===== config.mk =====
export PLATFORM = sky130hd
export DESIGN_NAME = cacheline_adapter_flat
export DESIGN_NICKNAME = d
export VERILOG_FILES = /design/src/rtl/cacheline_adapter_if.sv /design/src/rtl/cacheline_adapter.sv /design/src/flat_wrapper.sv
export SDC_FILE = /design/constraint.sdc
export NUM_CORES = 1
export LEC_CHECK = 0
export ABC_CLOCK_PERIOD_IN_PS = 2300
export CELL_PAD_IN_SITES_DETAIL_PLACEMENT = 1
export CELL_PAD_IN_SITES_GLOBAL_PLACEMENT = 2
export CORE_MARGIN = 5
export CORE_UTILIZATION = 23
export DETAILED_ROUTE_END_ITERATION = 8
export GPL_TIMING_DRIVEN = 0
export PLACE_DENSITY = 0.81
export SLEW_MARGIN = 10
export SYNTH_ARGS = -nofsm -noshare
export SYNTH_HDL_FRONTEND = slang
export SYNTH_SLANG_ARGS = --single-unit

===== constraint.sdc =====
create_clock -name clk -period 2.3 [get_ports clk]
set_input_delay 0.46 -clock clk [delete_from_list [all_inputs] [get_ports clk]]
set_output_delay 0.46 -clock clk [all_outputs]
set_load 0.05 [all_outputs]

===== src/rtl/cacheline_adapter_if.sv =====
// Cache-side and memory-side signal bundle for the cacheline adapter.
// slave  : the adapter's view (takes line requests, drives burst requests).
// master : the environment's view (cache + memory model).
interface cacheline_adapter_if #(
  parameter int s_line  = 256,
  parameter int s_burst = 64
);
  // cache side
  logic [31:0]        pmem_address;
  logic               pmem_read;
  logic               pmem_write;
  logic [s_line-1:0]  pmem_wdata;
  logic [s_line-1:0]  pmem_rdata;
  logic               pmem_resp;
  // memory side
  logic [31:0]        burst_address;
  logic               burst_read;
  logic               burst_write;
  logic [s_burst-1:0] burst_wdata;
  logic [s_burst-1:0] burst_rdata;
  logic               burst_resp;

  modport slave (
    input  pmem_address, pmem_read, pmem_write, pmem_wdata, burst_rdata, burst_resp,
    output pmem_rdata, pmem_resp, burst_address, burst_read, burst_write, burst_wdata
  );

  modport master (
    output pmem_address, pmem_read, pmem_write, pmem_wdata, burst_rdata, burst_resp,
    input  pmem_rdata, pmem_resp, burst_address, burst_read, burst_write, burst_wdata
  );
endinterface


===== src/rtl/cacheline_adapter.sv =====
// Cacheline adapter: turns one line read/write from the cache into a burst of
// s_line/s_burst beats on the memory side, assembling or slicing the line.
module cacheline_adapter #(
  parameter int s_offset = 5,
  parameter int s_line   = 256,
  parameter int s_burst  = 64
) (
  input logic                clk,
  input logic                rst,
  cacheline_adapter_if.slave bus
);

  localparam int BEATS = s_line / s_burst;
  localparam int CW    = (BEATS > 1) ? $clog2(BEATS) : 1;
  localparam logic [CW-1:0] LAST = CW'(BEATS - 1);
  localparam logic [31:0] ADDR_MASK = ~((32'd1 << s_offset) - 32'd1);

  typedef enum logic [1:0] {IDLE, READ, WRITE, DONE} state_t;

  state_t             r_state;
  logic [CW-1:0]      r_cnt;
  logic [31:0]        r_addr;
  logic [s_line-1:0]  r_wline;
  logic [s_line-1:0]  r_rline;
  logic               r_resp;
  logic               r_bread;
  logic               r_bwrite;
  logic [s_burst-1:0] w_wbeat;

  // FSM: accept a request in IDLE, count beats on burst_resp, pulse resp in DONE.
  // The fill line is written beat-by-beat straight into the output register,
  // so the previous line stays visible until the next read overwrites it.
  always_ff @(posedge clk) begin
    if (rst) begin
      r_state  <= IDLE;
      r_cnt    <= '0;
      r_addr   <= '0;
      r_wline  <= '0;
      r_rline  <= '0;
      r_resp   <= 1'b0;
      r_bread  <= 1'b0;
      r_bwrite <= 1'b0;
    end else begin
      r_resp <= 1'b0;
      case (r_state)
        IDLE: begin
          // read wins when both requests are raised together
          if (bus.pmem_read) begin
            r_addr  <= bus.pmem_address & ADDR_MASK;
            r_cnt   <= '0;
            r_bread <= 1'b1;
            r_state <= READ;
          end else if (bus.pmem_write) begin
            r_addr   <= bus.pmem_address & ADDR_MASK;
            r_wline  <= bus.pmem_wdata;
            r_cnt    <= '0;
            r_bwrite <= 1'b1;
            r_state  <= WRITE;
          end
        end
        READ: begin
          if (bus.burst_resp) begin
            r_rline[r_cnt*s_burst +: s_burst] <= bus.burst_rdata;
            r_cnt <= r_cnt + CW'(1);
            if (r_cnt == LAST) begin
              r_bread <= 1'b0;
              r_resp  <= 1'b1;
              r_state <= DONE;
            end
          end
        end
        WRITE: begin
          if (bus.burst_resp) begin
            r_cnt <= r_cnt + CW'(1);
            if (r_cnt == LAST) begin
              r_bwrite <= 1'b0;
              r_resp   <= 1'b1;
              r_state  <= DONE;
            end
          end
        end
        DONE: r_state <= IDLE;
        default: r_state <= IDLE;
      endcase
    end
  end

  assign w_wbeat = r_wline[r_cnt*s_burst +: s_burst];

  assign bus.pmem_rdata    = r_rline;
  assign bus.pmem_resp     = r_resp;
  assign bus.burst_address = r_addr;
  assign bus.burst_read    = r_bread;
  assign bus.burst_write   = r_bwrite;
  assign bus.burst_wdata   = r_bwrite ? w_wbeat : '0;

endmodule


===== src/flat_wrapper.sv =====
// flat-port wrapper written by rule: the top's interface ports become plain ports
module cacheline_adapter_flat 
#(
  parameter int s_offset = 5,
  parameter int s_line   = 256,
  parameter int s_burst  = 64
)
  (clk, rst, bus_pmem_address, bus_pmem_read, bus_pmem_write, bus_pmem_wdata, bus_burst_rdata, bus_burst_resp, bus_pmem_rdata, bus_pmem_resp, bus_burst_address, bus_burst_read, bus_burst_write, bus_burst_wdata);
  cacheline_adapter_if #(.s_line(s_line), .s_burst(s_burst)) bus_i ();
  input logic clk;
  input logic rst;
  input wire logic [$bits(bus_i.pmem_address)-1:0] bus_pmem_address;
  input wire logic [$bits(bus_i.pmem_read)-1:0] bus_pmem_read;
  input wire logic [$bits(bus_i.pmem_write)-1:0] bus_pmem_write;
  input wire logic [$bits(bus_i.pmem_wdata)-1:0] bus_pmem_wdata;
  input wire logic [$bits(bus_i.burst_rdata)-1:0] bus_burst_rdata;
  input wire logic [$bits(bus_i.burst_resp)-1:0] bus_burst_resp;
  output wire logic [$bits(bus_i.pmem_rdata)-1:0] bus_pmem_rdata;
  output wire logic [$bits(bus_i.pmem_resp)-1:0] bus_pmem_resp;
  output wire logic [$bits(bus_i.burst_address)-1:0] bus_burst_address;
  output wire logic [$bits(bus_i.burst_read)-1:0] bus_burst_read;
  output wire logic [$bits(bus_i.burst_write)-1:0] bus_burst_write;
  output wire logic [$bits(bus_i.burst_wdata)-1:0] bus_burst_wdata;
  assign bus_i.pmem_address = bus_pmem_address;
  assign bus_i.pmem_read = bus_pmem_read;
  assign bus_i.pmem_write = bus_pmem_write;
  assign bus_i.pmem_wdata = bus_pmem_wdata;
  assign bus_i.burst_rdata = bus_burst_rdata;
  assign bus_i.burst_resp = bus_burst_resp;
  assign bus_pmem_rdata = bus_i.pmem_rdata;
  assign bus_pmem_resp = bus_i.pmem_resp;
  assign bus_burst_address = bus_i.burst_address;
  assign bus_burst_read = bus_i.burst_read;
  assign bus_burst_write = bus_i.burst_write;
  assign bus_burst_wdata = bus_i.burst_wdata;
  cacheline_adapter #(.s_offset(s_offset), .s_line(s_line), .s_burst(s_burst)) u_core (.clk(clk), .rst(rst), .bus(bus_i));
endmodule

==> Word-level counts from Yosys, hierarchy flattened <==
Index checks and enable logic that the tools add are counted.
{ "totals": {"out_inout_bits": 355, "ff_bits": 551, "inputBits": 357, "elab_cells": 65} }
{ "classes": {"reduce_logical": 14, "bitwise_logic": 3, "eq_ne": 14, "shifts": 3, "addsub": 2, "n_mux": 21} }
{ "ops": {"columns": ["cell", "n"], "rows": [
  ["$bwmux W256", 1],
  ["$shift A64 B34 Y256 const A", 1],
  ["$shiftx A256 B9 Y64", 1],
  ["$shiftx A64 B34 Y256", 1],
  ["$mux W32", 2],
  ["$mux W64", 1],
  ["$neg A8 Y34", 1],
  ["$mux W2", 7],
  ["$ne A2 B2 Y1 const B", 5],
  ["$reduce_and A3 Y1", 3],
  ["$ne A2 B1 Y1 const B", 4],
  ["$reduce_bool A2 Y1", 4],
  ["$eq A2 B2 Y1 const B", 3],
  ["$mux W1", 6],
  ["$pmux W2 S3", 1],
  ["$reduce_and A5 Y1", 1],
  ["$pmux W1 S2", 2],
  ["$pmux W2 S2", 1],
  ["$reduce_and A2 Y1", 2],
  ["$reduce_and A4 Y1", 1],
  ["$ne A3 B3 Y1 const B", 1],
  ["$not A1 Y1", 3],
  ["$reduce_or A3 Y1", 1],
  ["$add A2 B1 Y2 const B", 1],
  ["3 further kinds", 3]
]} }

==> Longest topological paths before layout <==
{ "depth": {"depth_word": 4, "depth_mapped": 10, "ltp_nobuf": 5} }

==> Worst setup path before layout <==
Ideal clock, no wire load.
{ "synth_timing": {"kind": "register to register", "start": "register u_core.r_cnt[1]", "end": "register u_core.r_rline[101] (netlist: u_core.bus.pmem_rdata[101])", "setup_slack_ps": -182, "stages_incl_launch_ff": 11, "required_time_ps": 2230, "synth_period_minus_slack_ps": 2482, "setup_time_ps": 70, "t_arrival_ps": 2412, "cell_sequence": "dfxtp_1 > buf_2 > buf_1 > inv_1 > ha_1 > buf_2 > nor4bb_1 > clkbuf_1 > buf_2 > nand3_1 > a21oi_1"} }
{ "synth_via": {"elab_chain_cells": 3} }
{ "synth_rtl": {"columns": ["element", "line", "source"], "rows": [
  ["start: declaration", "cacheline_adapter.sv:21", "logic [CW-1:0] r_cnt;"],
  ["start signal: assignment", "cacheline_adapter.sv:64", "r_cnt <= r_cnt + CW'(1);"],
  ["start signal: assignment", "cacheline_adapter.sv:74", "r_cnt <= r_cnt + CW'(1);"],
  ["$neg A8 Y34 (*)", "cacheline_adapter.sv:63", "r_rline[r_cnt*s_burst +: s_burst] <= bus.burst_rdata;"],
  ["$shiftx A64 B34 Y256 or $shift A64 B34 Y256 (tied branches)", "cacheline_adapter.sv:63", null],
  ["$bwmux W256 (*)", "cacheline_adapter.sv:63", null],
  ["end signal: indexed assignment", "cacheline_adapter.sv:63", null],
  ["end: declaration", "cacheline_adapter.sv:24", "logic [s_line-1:0] r_rline;"]
]} }
Every way passes the cells marked *; elsewhere a longest branch is shown, timed or not.
A chain may end at the register's enable or synchronous reset.

==> Worst setup path after layout <==
{ "layout_timing": {"start": "register u_core.r_cnt[0]", "end": "output bus_burst_wdata[50]"} }
{ "layout_via": {"elab_chain_cells": 2} }
{ "layout_rtl": {"columns": ["element", "line", "source"], "rows": [
  ["$shiftx A256 B9 Y64", "cacheline_adapter.sv:88", "assign w_wbeat = r_wline[r_cnt*s_burst +: s_burst];"],
  ["$mux W64", "cacheline_adapter.sv:95", "assign bus.burst_wdata = r_bwrite ? w_wbeat : '0;"],
  ["end: declaration", "flat_wrapper.sv:23", "output wire logic [$bits(bus_i.burst_wdata)-1:0] bus_burst_wdata;"]
]} }
No other way between the ends.

==> impl_metrics.env <==
export IMPL_postRouteAntennaNets=0
export IMPL_worst_setup_path_type="reg -> out"
export IMPL_num_rows=111
export IMPL_hold_ws_ps=355
export IMPL_clk_pin_slew_ps=60
export IMPL_critPathCaptureType="primary output"
export IMPL_clk_path_buf_depth=3
export IMPL_fin_area_um2=36000
export IMPL_yosys_area_top_type="dfxtp_1"
export IMPL_drt_vias_per_instance=4.81
export IMPL_cp_top_family="buffers and inverters"
export IMPL_cp_max_fo=5
export IMPL_post_drt_wl_per_cell_um=25.6
export IMPL_boundaryPins=712
export IMPL_power_density_nw_per_um2=832
export IMPL_coreArea_um2=91400
export IMPL_worstMarginPinSlew_ps=1260
export IMPL_maxSlewHeadroom=0.160
export IMPL_drtIter0Drc=1262
export IMPL_grt_antenna_before_repair=29
export IMPL_ys_top_cells_by_area="dfxtp_1, nand2_1, a21oi_1"
export IMPL_fillers=10300
export IMPL_fin_skew_ps=34.0
export IMPL_grt_util_all_layers=0.218
export IMPL_synth_edff_count=0
export IMPL_max_stage_delay_ps=500
export IMPL_post_dp_cell_area_um2=29600
export IMPL_cp_cell_sequence="buf_12, buf_12, buf_12, mux4_2, and2_4, buf_8"
export IMPL_gp_congestion=0.836
export IMPL_total_power_mw=30.0
export IMPL_syn_area_um2=21100
export IMPL_startpoint_type="register"
export IMPL_cts_root_buf="clkbuf_16"
export IMPL_yosys_warnings=0
export IMPL_cts_buffers=68
export IMPL_layout_nets=3676
export IMPL_cp_arrival_ps=2230
export IMPL_vias=21900
export IMPL_synth_top_flop_cell="dfxtp_1"
export IMPL_postLayoutCoreUtil=0.394
export IMPL_tns_ps=-55510
export IMPL_synthToLayoutAreaGrowth_pct=70.4
export IMPL_synth_distinct_cells=42
export IMPL_syn_inst=2458
export IMPL_layout_setup_ws_ps=-394
export IMPL_drv_slew=0
export IMPL_post_dp_hpwl_um=84200
export IMPL_drive_gt1_frac=0.247
export IMPL_outcome="complete, but fails checks"
export IMPL_start_util=0.231
export IMPL_seq_area_frac_synth=0.517
export IMPL_instances_no_fill=4561
export IMPL_slowest_stage="mux4_2"
export IMPL_cts_sinks=546
export IMPL_post_route_drc_count=0
export IMPL_finalHoldViolations=0
export IMPL_maxCapViolCount=0
export IMPL_drt_first_pass_iters=6
export IMPL_path_buf_inv=4
export IMPL_setup_viol=315
export IMPL_grt_pass1_wl_um=158000
export IMPL_async_reset_ff_frac=0
export IMPL_grt_max_degree=13
export IMPL_finalCritPeriodShare=1.17
export IMPL_place_inst=4347
export IMPL_synth_area_per_cell_um2=8.60
export IMPL_multiInputGateArea_um2=11200
export IMPL_rsz0062_at_grt="true"
export IMPL_hp_class="in -> reg"
export IMPL_post_synth_top_count_cell="nand2_1"
export IMPL_io_buffers=698
export IMPL_ys_ff_latch=546
export IMPL_regArea_um2=10900
export IMPL_max_freq_mhz=371
export IMPL_fp_dieW_um=313
export IMPL_ir_worst_vdd_uv=491
export IMPL_h_tree_depth=3
export IMPL_failed_checks="setup timing"
export IMPL_cpMostUsedCell="buf_12"
export IMPL_clock_latency_ps=610
export IMPL_critPathRequiredTime_ps=1840
export IMPL_dpl_worst_slack_ps=-1620
export IMPL_cts_tree="yes"
export IMPL_wirelength_um=117000
export IMPL_die_h_um=313
export IMPL_netlist_top_cells_count="nand2_1, dfxtp_1, a21oi_1"
export IMPL_dieArea_um2=98000
export IMPL_cellLeakagePower_nw=13.3
export IMPL_first_global_vias=22200
export IMPL_synth_top_area_frac=0.517
export IMPL_period_needed_ps=2690
export IMPL_grt_overflow=0
[area by class of cell]
cell class / instances / area share
Tap cell: 1186 / 0.0412
Timing Repair Buffer: 780 / 0.238
Buffer: 222 / 0.0421
Sequential cell: 546 / 0.304
Clock inverter: 24 / 0.00827
Inverter: 8 / 0.000973
Antenna cell: 17 / 0.00118
Clock buffer: 96 / 0.0524
Multi-Input combinational cell: 1682 / 0.312
[flip-flops by register name, indices dropped and copies added, names as in the netlist]
signal and cells:
u_core.bus.burst_read 1, u_core.r_state 2, u_core.bus.burst_write 1, u_core.r_wline 256, u_core.bus.pmem_rdata 256, u_core.bus.burst_address 27, u_core.r_cnt 2, u_core.bus.pmem_resp 1
[kinds of logic after synthesis]
logic type / Yosys count / synth area share
AOI/OAI and AO/OA: 557 / 0.149
adders and majority gates: 11 / 0.00651
buffers and inverters: 235 / 0.0492
DFF: 546 / 0.517
muxes: 64 / 0.0682
other: 1 / 0.000177
and+or+nand+nor: 1044 / 0.210
[placed cells by master, fill, tap and decap left out, drive strengths merged, types with 3 or more instances in the layout]
cell,n
a21oi,477
a32o,64
and2,64
and3,4
buf,215
bufinv,3
clkbuf,249
clkdlybuf4s50,496
clkinv,16
clkinvlp,3
conb,5
dfxtp,546
diode,17
dlygate4sd2,94
dlymetal6s2s,44
ha,11
inv,10
mux4,64
nand2,761
nand2b,3
nand3,195
nor2b,3
nor3b,3
o21ai,3
[repair_timing]
item,CTS,global route
hold buffers,0,0
buffers inserted,38,19
resized for setup,831,516
pin swaps,38,137
gates cloned,14,20
endpoints found under the setup margin,525,597
[final timing paths]
kind / end / from / slack, ps / cells after the start
worst max register to register: u_core.bus.pmem_rdata[252] / u_core.r_cnt[0] / -260 / 15
worst min register to register: u_core.bus.pmem_rdata[195] / u_core.bus.pmem_rdata[195] / 450 / 2
worst max-delay path: bus_burst_wdata[50] / u_core.r_cnt[0] / -390 / 6
worst min-delay path: u_core.r_state[0] / bus_pmem_read / 360 / 4
[tightest hold or removal path, cell delays in order]
cell and delay, ps:
buf_2 190, inv_1 80, a211o_1 110, a21oi_1 50
[metal layers]
| metal | global-route usage | up-vias | part of all wire |
|---|---|---|---|
| met3 | 0.0779 | 176 | 0.078 |
| met4 | 0.0646 | 20 | 0.028 |
| met1 | 0.248 | 10900 | 0.39 |
| met2 | 0.385 | 706 | 0.51 |
| li1 | - | 10100 | - |
| met5 | 0 | - | 0.0011 |
[power breakdown]
group	total, mW	internal, mW	switching [mW]	leakage [nW]
clock	10.6	6.13	4.49	1.06
combinational	8.61	3.72	4.90	7.78
sequential	10.7	10.3	0.489	4.43
total	30.0	20.1	9.88	13.3
(Power assumes the default switching activity.)
